==> config.mk <==
export PLATFORM = sky130hd
export DESIGN_NAME = instr_word_encoder_flat
export DESIGN_NICKNAME = d
export VERILOG_FILES = /design/src/rtl/rv32_enc_pkg.sv /design/src/rtl/instr_word_encoder_if.sv /design/src/rtl/instr_word_encoder_pack.sv /design/src/rtl/instr_word_encoder.sv /design/src/flat_wrapper.sv
export SDC_FILE = /design/constraint.sdc
export NUM_CORES = 1
export LEC_CHECK = 0
export ABC_CLOCK_PERIOD_IN_PS = 2300
export BUFFER_PORTS_ARGS = -buffer_cell sky130_fd_sc_hd__clkbuf_2
export CORE_ASPECT_RATIO = 0.6
export CORE_MARGIN = 3
export CORE_UTILIZATION = 49
export CTS_BUF_LIST = sky130_fd_sc_hd__clkbuf_4 sky130_fd_sc_hd__clkbuf_8
export DETAILED_ROUTE_END_ITERATION = 16
export PLACE_DENSITY = 0.83
export SLEW_MARGIN = 20
export SYNTH_ARGS = -nofsm -noshare
export SYNTH_HDL_FRONTEND = slang
export SYNTH_SLANG_ARGS = --single-unit
export TNS_END_PERCENT = 100
==> constraint.sdc <==
create_clock -name clk -period 2.3 [get_ports clk]
set_input_delay 0.46 -clock clk [delete_from_list [all_inputs] [get_ports clk]]
set_output_delay 0.46 -clock clk [all_outputs]
set_load 0.01 [all_outputs]
==> src/rtl/rv32_enc_pkg.sv <==
// RV32I encoder shared definitions: opcodes, request classes, FSM states,
// immediate limits and the field-level request bundle.
package rv32_enc_pkg;

    localparam logic [6:0] OP_R      = 7'b0110011;
    localparam logic [6:0] OP_I      = 7'b0010011;
    localparam logic [6:0] OP_LOAD   = 7'b0000011;
    localparam logic [6:0] OP_STORE  = 7'b0100011;
    localparam logic [6:0] OP_BRANCH = 7'b1100011;

    localparam int IMM12_MIN = -2048;
    localparam int IMM12_MAX = 2047;
    localparam int SHAMT_MAX = 31;
    localparam int BR_MIN    = -4096;
    localparam int BR_MAX    = 4094;

    typedef enum logic [2:0] {
        CLS_R      = 3'd0,
        CLS_I      = 3'd1,
        CLS_LOAD   = 3'd2,
        CLS_STORE  = 3'd3,
        CLS_BRANCH = 3'd4
    } req_class_e;

    typedef enum logic [1:0] {
        S_IDLE  = 2'd0,
        S_RUN   = 2'd1,
        S_WRITE = 2'd2,
        S_FULL  = 2'd3
    } state_e;

    typedef struct packed {
        logic [2:0]  cls;
        logic [2:0]  funct3;
        logic        alt;
        logic [4:0]  rd;
        logic [4:0]  rs1;
        logic [4:0]  rs2;
        logic [31:0] imm;
    } enc_req_t;

    function automatic logic in_range(input logic [31:0] v, input int lo, input int hi);
        return ($signed(v) >= lo) && ($signed(v) <= hi);
    endfunction

endpackage

==> src/rtl/instr_word_encoder_if.sv <==
// Request and instruction-memory write bundle for the instruction word encoder.
interface instr_word_encoder_if #(parameter int ADDR_W = 10);
    logic              Start;
    logic              Stop;
    logic [ADDR_W-1:0] BaseAddr;
    logic              ReqValid;
    logic              ReqReady;
    logic [2:0]        ReqClass;
    logic [2:0]        Funct3;
    logic              Alt;
    logic [4:0]        Rd;
    logic [4:0]        Rs1;
    logic [4:0]        Rs2;
    logic [31:0]       Imm;
    logic              MemWEn;
    logic [ADDR_W-1:0] MemAddr;
    logic [31:0]       MemWData;
    logic              MemAck;
    logic              Full;
    logic              IllegalReq;
    logic [ADDR_W-1:0] WordCount;

    modport slave (
        input  Start, Stop, BaseAddr, ReqValid, ReqClass, Funct3, Alt, Rd, Rs1, Rs2, Imm, MemAck,
        output ReqReady, MemWEn, MemAddr, MemWData, Full, IllegalReq, WordCount
    );

    modport master (
        output Start, Stop, BaseAddr, ReqValid, ReqClass, Funct3, Alt, Rd, Rs1, Rs2, Imm, MemAck,
        input  ReqReady, MemWEn, MemAddr, MemWData, Full, IllegalReq, WordCount
    );
endinterface

==> src/rtl/instr_word_encoder_pack.sv <==
// Combinational field-to-word packer for RV32I R/I/LOAD/STORE/BRANCH,
// with a legality flag covering class, funct3, Alt and immediate range.
module instr_word_pack
    import rv32_enc_pkg::*;
(
    input  enc_req_t    req,
    output logic [31:0] word,
    output logic        legal
);
    logic imm12_ok, shamt_ok, br_ok;

    always_comb begin
        word     = '0;
        legal    = 1'b0;
        imm12_ok = in_range(req.imm, IMM12_MIN, IMM12_MAX);
        shamt_ok = in_range(req.imm, 0, SHAMT_MAX);
        br_ok    = in_range(req.imm, BR_MIN, BR_MAX) & ~req.imm[0];
        case (req.cls)
            CLS_R: begin
                word  = {(req.alt ? 7'h20 : 7'h00), req.rs2, req.rs1, req.funct3, req.rd, OP_R};
                legal = ~req.alt | (req.funct3 == 3'd0) | (req.funct3 == 3'd5);
            end
            CLS_I: begin
                // Shifts carry the shamt in imm[4:0] and SRAI's marker in imm[10]
                if (req.funct3 == 3'd1 || req.funct3 == 3'd5) begin
                    word  = {1'b0, req.alt, 5'b0, req.imm[4:0], req.rs1, req.funct3, req.rd, OP_I};
                    legal = shamt_ok & ((req.funct3 == 3'd5) | ~req.alt);
                end else begin
                    word  = {req.imm[11:0], req.rs1, req.funct3, req.rd, OP_I};
                    legal = imm12_ok & ~req.alt;
                end
            end
            CLS_LOAD: begin
                word  = {req.imm[11:0], req.rs1, 3'h2, req.rd, OP_LOAD};
                legal = imm12_ok & (req.funct3 == 3'd2);
            end
            CLS_STORE: begin
                word  = {req.imm[11:5], req.rs2, req.rs1, 3'h2, req.imm[4:0], OP_STORE};
                legal = imm12_ok & (req.funct3 == 3'd2);
            end
            CLS_BRANCH: begin
                word  = {req.imm[12], req.imm[10:5], req.rs2, req.rs1, req.funct3,
                         req.imm[4:1], req.imm[11], OP_BRANCH};
                legal = br_ok & (req.funct3 != 3'd2) & (req.funct3 != 3'd3);
            end
            default: ;
        endcase
    end
endmodule

==> src/rtl/instr_word_encoder.sv <==
// Instruction word encoder: accepts field requests, packs them, and streams the
// words sequentially into instruction memory over a write/ack port.
module instr_word_encoder
    import rv32_enc_pkg::*;
#(
    parameter int ADDR_W      = 10,
    parameter int DEPTH_WORDS = 256
) (
    input  logic                clk,
    input  logic                rst_n,
    instr_word_encoder_if.slave bus
);
    localparam logic [ADDR_W-1:0] LAST_CNT = ADDR_W'(DEPTH_WORDS - 1);

    state_e            state_q, state_d;
    logic [ADDR_W-1:0] addr_q, count_q;
    logic [31:0]       wdata_q;
    logic              stop_pend_q, illegal_q;
    logic              ready, hs, start_go, ack_go, legal;
    logic [31:0]       word;
    enc_req_t          req;

    assign req = '{cls: bus.ReqClass, funct3: bus.Funct3, alt: bus.Alt,
                   rd: bus.Rd, rs1: bus.Rs1, rs2: bus.Rs2, imm: bus.Imm};

    instr_word_pack u_pack (.req(req), .word(word), .legal(legal));

    assign ready    = (state_q == S_RUN) & ~bus.Stop;
    assign hs       = bus.ReqValid & ready;
    assign start_go = bus.Start & ~bus.Stop & ((state_q == S_IDLE) | (state_q == S_FULL));
    assign ack_go   = (state_q == S_WRITE) & bus.MemAck;

    always_comb begin
        state_d = state_q;
        case (state_q)
            S_IDLE:  if (start_go) state_d = S_RUN;
            S_RUN: begin
                if (bus.Stop)        state_d = S_IDLE;
                else if (hs & legal) state_d = S_WRITE;
            end
            S_WRITE: begin
                // A stop seen during the write is honoured only once the memory acks
                if (bus.MemAck) begin
                    if (stop_pend_q | bus.Stop) state_d = S_IDLE;
                    else if (count_q == LAST_CNT) state_d = S_FULL;
                    else state_d = S_RUN;
                end
            end
            S_FULL: begin
                if (bus.Stop)      state_d = S_IDLE;
                else if (start_go) state_d = S_RUN;
            end
            default: state_d = S_IDLE;
        endcase
    end

    always_ff @(posedge clk or negedge rst_n) begin
        if (!rst_n) begin
            state_q     <= S_IDLE;
            addr_q      <= '0;
            count_q     <= '0;
            wdata_q     <= '0;
            stop_pend_q <= 1'b0;
            illegal_q   <= 1'b0;
        end else begin
            state_q     <= state_d;
            illegal_q   <= hs & ~legal;
            stop_pend_q <= (state_q == S_WRITE) & (stop_pend_q | bus.Stop);
            if (hs & legal) wdata_q <= word;
            if (start_go) begin
                addr_q  <= bus.BaseAddr & ~ADDR_W'(3);
                count_q <= '0;
            end else if (ack_go) begin
                addr_q  <= addr_q + ADDR_W'(4);
                count_q <= count_q + 1'b1;
            end
        end
    end

    assign bus.ReqReady   = ready;
    assign bus.MemWEn     = (state_q == S_WRITE);
    assign bus.MemAddr    = addr_q;
    assign bus.MemWData   = wdata_q;
    assign bus.Full       = (state_q == S_FULL);
    assign bus.IllegalReq = illegal_q;
    assign bus.WordCount  = count_q;
endmodule

==> src/flat_wrapper.sv <==
// flat-port wrapper written by rule: the top's interface ports become plain ports
module instr_word_encoder_flat import rv32_enc_pkg::*;
#(
    parameter int ADDR_W      = 10,
    parameter int DEPTH_WORDS = 256
)
  (clk, rst_n, bus_Start, bus_Stop, bus_BaseAddr, bus_ReqValid, bus_ReqClass, bus_Funct3, bus_Alt, bus_Rd, bus_Rs1, bus_Rs2, bus_Imm, bus_MemAck, bus_ReqReady, bus_MemWEn, bus_MemAddr, bus_MemWData, bus_Full, bus_IllegalReq, bus_WordCount);
  instr_word_encoder_if #(.ADDR_W(ADDR_W)) bus_i ();
  input  logic clk;
  input  logic rst_n;
  input wire logic [$bits(bus_i.Start)-1:0] bus_Start;
  input wire logic [$bits(bus_i.Stop)-1:0] bus_Stop;
  input wire logic [$bits(bus_i.BaseAddr)-1:0] bus_BaseAddr;
  input wire logic [$bits(bus_i.ReqValid)-1:0] bus_ReqValid;
  input wire logic [$bits(bus_i.ReqClass)-1:0] bus_ReqClass;
  input wire logic [$bits(bus_i.Funct3)-1:0] bus_Funct3;
  input wire logic [$bits(bus_i.Alt)-1:0] bus_Alt;
  input wire logic [$bits(bus_i.Rd)-1:0] bus_Rd;
  input wire logic [$bits(bus_i.Rs1)-1:0] bus_Rs1;
  input wire logic [$bits(bus_i.Rs2)-1:0] bus_Rs2;
  input wire logic [$bits(bus_i.Imm)-1:0] bus_Imm;
  input wire logic [$bits(bus_i.MemAck)-1:0] bus_MemAck;
  output wire logic [$bits(bus_i.ReqReady)-1:0] bus_ReqReady;
  output wire logic [$bits(bus_i.MemWEn)-1:0] bus_MemWEn;
  output wire logic [$bits(bus_i.MemAddr)-1:0] bus_MemAddr;
  output wire logic [$bits(bus_i.MemWData)-1:0] bus_MemWData;
  output wire logic [$bits(bus_i.Full)-1:0] bus_Full;
  output wire logic [$bits(bus_i.IllegalReq)-1:0] bus_IllegalReq;
  output wire logic [$bits(bus_i.WordCount)-1:0] bus_WordCount;
  assign bus_i.Start = bus_Start;
  assign bus_i.Stop = bus_Stop;
  assign bus_i.BaseAddr = bus_BaseAddr;
  assign bus_i.ReqValid = bus_ReqValid;
  assign bus_i.ReqClass = bus_ReqClass;
  assign bus_i.Funct3 = bus_Funct3;
  assign bus_i.Alt = bus_Alt;
  assign bus_i.Rd = bus_Rd;
  assign bus_i.Rs1 = bus_Rs1;
  assign bus_i.Rs2 = bus_Rs2;
  assign bus_i.Imm = bus_Imm;
  assign bus_i.MemAck = bus_MemAck;
  assign bus_ReqReady = bus_i.ReqReady;
  assign bus_MemWEn = bus_i.MemWEn;
  assign bus_MemAddr = bus_i.MemAddr;
  assign bus_MemWData = bus_i.MemWData;
  assign bus_Full = bus_i.Full;
  assign bus_IllegalReq = bus_i.IllegalReq;
  assign bus_WordCount = bus_i.WordCount;
  instr_word_encoder #(.ADDR_W(ADDR_W), .DEPTH_WORDS(DEPTH_WORDS)) u_core (.clk(clk), .rst_n(rst_n), .bus(bus_i));
endmodule
# Word level (Yosys, flattened, before mapping)
# Index checks and enable logic that the tools add are counted.
# Widths: inputs -> output; s select.
# totals
word_cells	79
regBits	56
in_bits	70
out_inout_bits	56
# classes
bitwise	23
magnitude_cmp	6
n_eq_ne	15
n_reduce_logical	10
mux	17
addsub	2
# ops
op	n
$pmux 32 s5	1
$mux 10	4
$ge 32x1->1 const B	1
$ge 32x12->1 const B	1
$ge 32x13->1 const B	1
$le 32x12->1 const B	1
$le 32x13->1 const B	1
$le 32x6->1 const B	1
$mux 32	1
$and 1x1->1	14
$mux 2	7
$add 10x1->10 const B	1
$add 10x3->10 const B	1
$eq 10x8->1 const B	1
$eq 3x2->1 const B	3
$pmux 2 s4	1
$eq 3x1->1 const B	2
$eq 3x3->1 const B	2
$logic_not 3->1	2
$mux 6	1
$ne 3x2->1 const B	2
$or 1x1->1	5
$eq 2x2->1 const B	2
$not 1->1	4
11 further kinds	13

# Longest topological paths before layout
# depth
ltp_word	10
mapped_depth	9
ltp_nobuf	8

# By module
# Synthesis repeated with hierarchy kept, for this count alone.
# hier_totals
cells_unflattened	314
area_unflattened_um2	3128.0
# modules_own_cells
module	cells_per_inst	seq_area_each_um2	instances	area_per_inst_um2
instr_word_encoder	196	1351.3	1	2368.5
instr_word_pack	118	0.0	1	759.5

# Worst setup path before layout
# Ideal clock, no wire load.
# synth_path
kind	input-to-reg
startpoint	in bus_ReqClass[1]
endpoint	reg u_core.wdata_q[30] (netlist: u_core.bus.MemWData[30])
required_ns	2.173
path_stages	8
arrival_ns	2.432
setup_ns	0.127
setup_slack_ns	-0.259
path_cell_list	or3b_1 -> or3_1 -> or3_1 -> o311ai_2 -> o21ba_4 -> buf_6 -> buf_12 -> mux2_1
# synth_via
elab_chain_len	4
# synth_lines
item	line_no	text
from (decl)	flat_wrapper.sv:15	input wire logic [$bits(bus_i.ReqClass)-1:0] bus_ReqClass;
$eq 3x2->1	instr_word_encoder_pack.sv:18	case (req.cls)
$reduce_or 2->1 (no source line)	n/a	
$pmux 1 s4	instr_word_encoder_pack.sv:18	
$and 1x1->1	instr_word_encoder.sv:69	if (hs & legal) wdata_q <= word;
to (signal assigned)	instr_word_encoder.sv:69	
to (decl)	instr_word_encoder.sv:17	logic [31:0] wdata_q;
# Parallel ways exist; a longest one is shown, timed or not.
# A chain may end at the register's enable or synchronous reset.

# Final worst setup path
# layout_path
startpoint	in bus_ReqClass[1]
endpoint	reg u_core.wdata_q[15] (netlist: u_core.bus.MemWData[15])
# The elaborated chain is that of the path after synthesis.

==> summary.txt <==
Timing
  – Period utilisation layout: 100%
  – Final max-slew violation count: 0
  – Final hold slack: between 0.15 and 0.2 ns
  – Clk_skew: 0.00381 ns
  – Final setup fails: 6
  – Peak Freq: approximately 430 MHz
  – Slew of the pin with the lowest slew margin: between 0.6 and 0.7 ns
  – RSZ-0062 raised after global routing: yes
  – Fin Setup TNS: -0.0304 ns
  – Slew margin rel.: 53.8%
  – Post-route setup slack: -0.0106 ns
  – Fin. Hold Viols: 0
  – Min cycle time layout: 2.31 ns

Clock tree
  – H-tree depth: 2
  – Post-CTS Hold Fix Bufs: 0
  – CTS tree: built
  – Clock Root Buffer: clkbuf_8
  – Deepest clock path buffer count: 2
  – Worst skew pair latency: roughly 0.3 ns
  – Total CTS buffers: 5
  – Clock Pin Slew Worst Setup and Hold Paths: approximately 0.09 ns
  – # clock sinks: ~50

Drt
  – DR pass1 iterations: 4
  – Via density: approximately 5.3
  – DR DRC count: 0
  – Vias: between 2000 and 3000
  – Post-route ant nets: 0
  – Routed WL: between 7000 and 8000 µm
  – Routed wire length per instance: around 15 µm
  – Initial DRC count: about 180

Synth
  – Synth Cell Area: roughly 2800 µm²
  – Ys Warns: 0
  – Number of synthesized flops with an enable pin: 0
  – Most common cell in the netlist: dfrtp_1
  – FF+latch count, synth: a little over 50
  – Syn avg cell area: roughly 10 µm²
  – Largest cells by area after synthesis: dfrtp_1 (45%), mux2_2 (7.6%), nand2_1 (4.5%)
  – Dominant synthesized flop cell: dfrtp_1
  – Largest area contributor in the netlist: dfrtp_1
  – Synth async-reset ratio: 100%
  – Area share of the largest cell type after synthesis: about 45%
  – Sequential share of the synthesized area: a little under half
  – Synth unique cells: 43
  – Most frequent cells after synthesis: dfrtp_1 (51), nand2_1 (34), mux2_2 (19)
  – Mapped Cells: between 200 and 300

Floorplanning
  – Die ar.: slightly below 7000 µm²
  – Core ar.: around 5300 µm²
  – Top-level port count: 126
  – Die width: roughly 100 µm
  – Die Ht: between 60 and 70 µm
  – Placement Rows: 20
  – Initial Util: approximately 53%

Final layout
  – # diodes: 0
  – Share of layout cells above drive strength 1: between 40 and 50%
  – Multi-input gate area: about 1400 µm²
  – Nets: 490
  – Utilization after layout: 70.1%
  – Sequential standard cell area: between 1000 and 1500 µm²
  – Non-Filler Instances: 492
  – FILL cells: between 400 and 500
  – Post-layout instance area: ~3700 µm²
  – Layout area overhead: 31.5%

Status
  – Failing checks: setup timing
  – Outcome: finished with violations

Setup path
  – Slowest cell on the critical path: or3b_4
  – Req. time, crit path: 2.49 ns
  – Buffers plus inverters on the worst setup path: 2
  – Worst Path Arrival: around 2.5 ns
  – CP delay by family, top: simple AND/OR/NAND/NOR gates
  – Crit path top cell by count: or3_4
  – CP startpoint kind: input pin
  – Max incr delay on CP: 0.41 ns
  – Cell Chain, Critical Path: clkbuf_2 -> or3b_4 -> or3_4 -> or3_4 -> o311ai_4 -> o21ba_4 -> buf_12 -> mux2_2
  – CP Class: in -> reg
  – CP max FO: 18
  – Crit end category: flip-flop

GRT
  – Initial antenna violation count: 0
  – First-pass GRT wire length: 12300 µm
  – GR Overflow Total: 0
  – Largest net degree at the start of global routing: 29
  – Vias in the first global route: between 2000 and 3000
  – All-Layer GR Usage: 22.3%

Placed design
  – PortBufs: around 120
  – DP Cell Count: 483
  – Routability-driven placement congestion ratio: 0.862
  – Post-DP HPWL: 5800 µm
  – Area of placed instances: ~3600 µm²
  – Pre-CTS setup slack: -0.322 ns

Job
  – Max-cap viol count: 0

Power and ir drop
  – Total chip power: roughly 2.9 mW
  – Worst vdd ir: between 0.0003 and 0.0004 V
  – Leakage: 1.97 nW
  – PD cells: around 770 nW/µm²

Worst hold path
  – Worst hold path class: in -> async
## state kept, by name, summed over array words and instances, names as in the netlist
signal	flops
u_core.bus.IllegalReq	1
u_core.bus.MemAddr	8
u_core.bus.MemWData	29
u_core.bus.WordCount	10
u_core.state_q	2
u_core.stop_pend_q	1
## worst register-to-register path: cells and delay by family, from the launching register on
kind	cells	cell delay [ns]
compound gates	1	0.26
fa+ha+maj	1	0.17
buf+inv	2	0.26
flops	1	0.44
mux	1	0.35
simple gates	2	0.38
## worst paths after layout
check,from,endpoint,slack [ns],cells past startpoint
min,rst_n,u_core.bus.MemWData[26]$_DFFE_PN0P_,0.17,1
max in group asynchronous,rst_n,u_core.bus.WordCount[7]$_DFFE_PN0P_,1.55,2
min reg2reg,u_core.bus.MemWData[1]$_DFFE_PN0P_,u_core.bus.MemWData[1]$_DFFE_PN0P_,0.51,1
min in group clk,bus_BaseAddr[8],u_core.bus.MemAddr[8]$_DFFE_PN0P_,0.36,3
max,bus_ReqClass[1],u_core.bus.MemWData[15]$_DFFE_PN0P_,-0.01,8
max reg2reg,u_core.state_q[1]$_DFFE_PN0P_,u_core.bus.MemWData[15]$_DFFE_PN0P_,0.33,7
## layer usage
| metal | wire length (µm) | GRT usage [%] | up-vias | part of all wire [%] |
|---|---|---|---|---|
| li1 | - | - | 1252 | - |
| met1 | 3340 | 30.0 | 1216 | 46 |
| met2 | 3120 | 35.6 | 124 | 43 |
| met3 | 684 | 6.87 | 12 | 9.5 |
| met4 | 93 | 5.31 | 0 | 1.3 |
| met5 | 0 | 0 | - | 0 |
## area by class of cell
class,count,share of cell area [%]
Clock buffer,5,1.85
Timing Repair Buffer,137,20.6
Tap cell,77,2.59
Multi-Input combinational cell,205,38.6
Clock inverter,3,0.639
Inverter,14,1.41
Sequential cell,51,34.3
## cells by family after synthesis
group                      Yosys count  share of synthesized area, %
and+or+nand+nor                    106                          19.2
xor gates and xnor gates            18                          5.57
buffers and inverters               29                          5.48
AOI/OAI and AO/OA                   41                          10.4
adders and majority gates            6                          2.65
DFF                                 51                          45.1
other                                1                         0.133
muxes                               30                          11.5
## placed cells by master (no fill, tap or decap), drive strengths merged, types with 7 or more instances in the layout
cell type,count
mux2,20
buf,18
xnor2,7
a22o,10
nor2,18
clkbuf,124
dfrtp,51
nand2,34
nand3,9
inv,15
o21ai,14
xor2,11
mux2i,10
nor4,7
## where the power goes
part           internal, mW  switching, mW  total (mW)
Clock                 0.218          0.309       0.527
Combinational         0.480          0.554        1.03
Sequential             1.12          0.188        1.31
Total                  1.82           1.05        2.87
## timing repair
action | in CTS | in global routing
gates resized for setup | 0 | 1
buffers inserted | 0 | 1
setup endpoints to repair | 0 | 19
No activity file was read; power rests on OpenSTA's default activity.
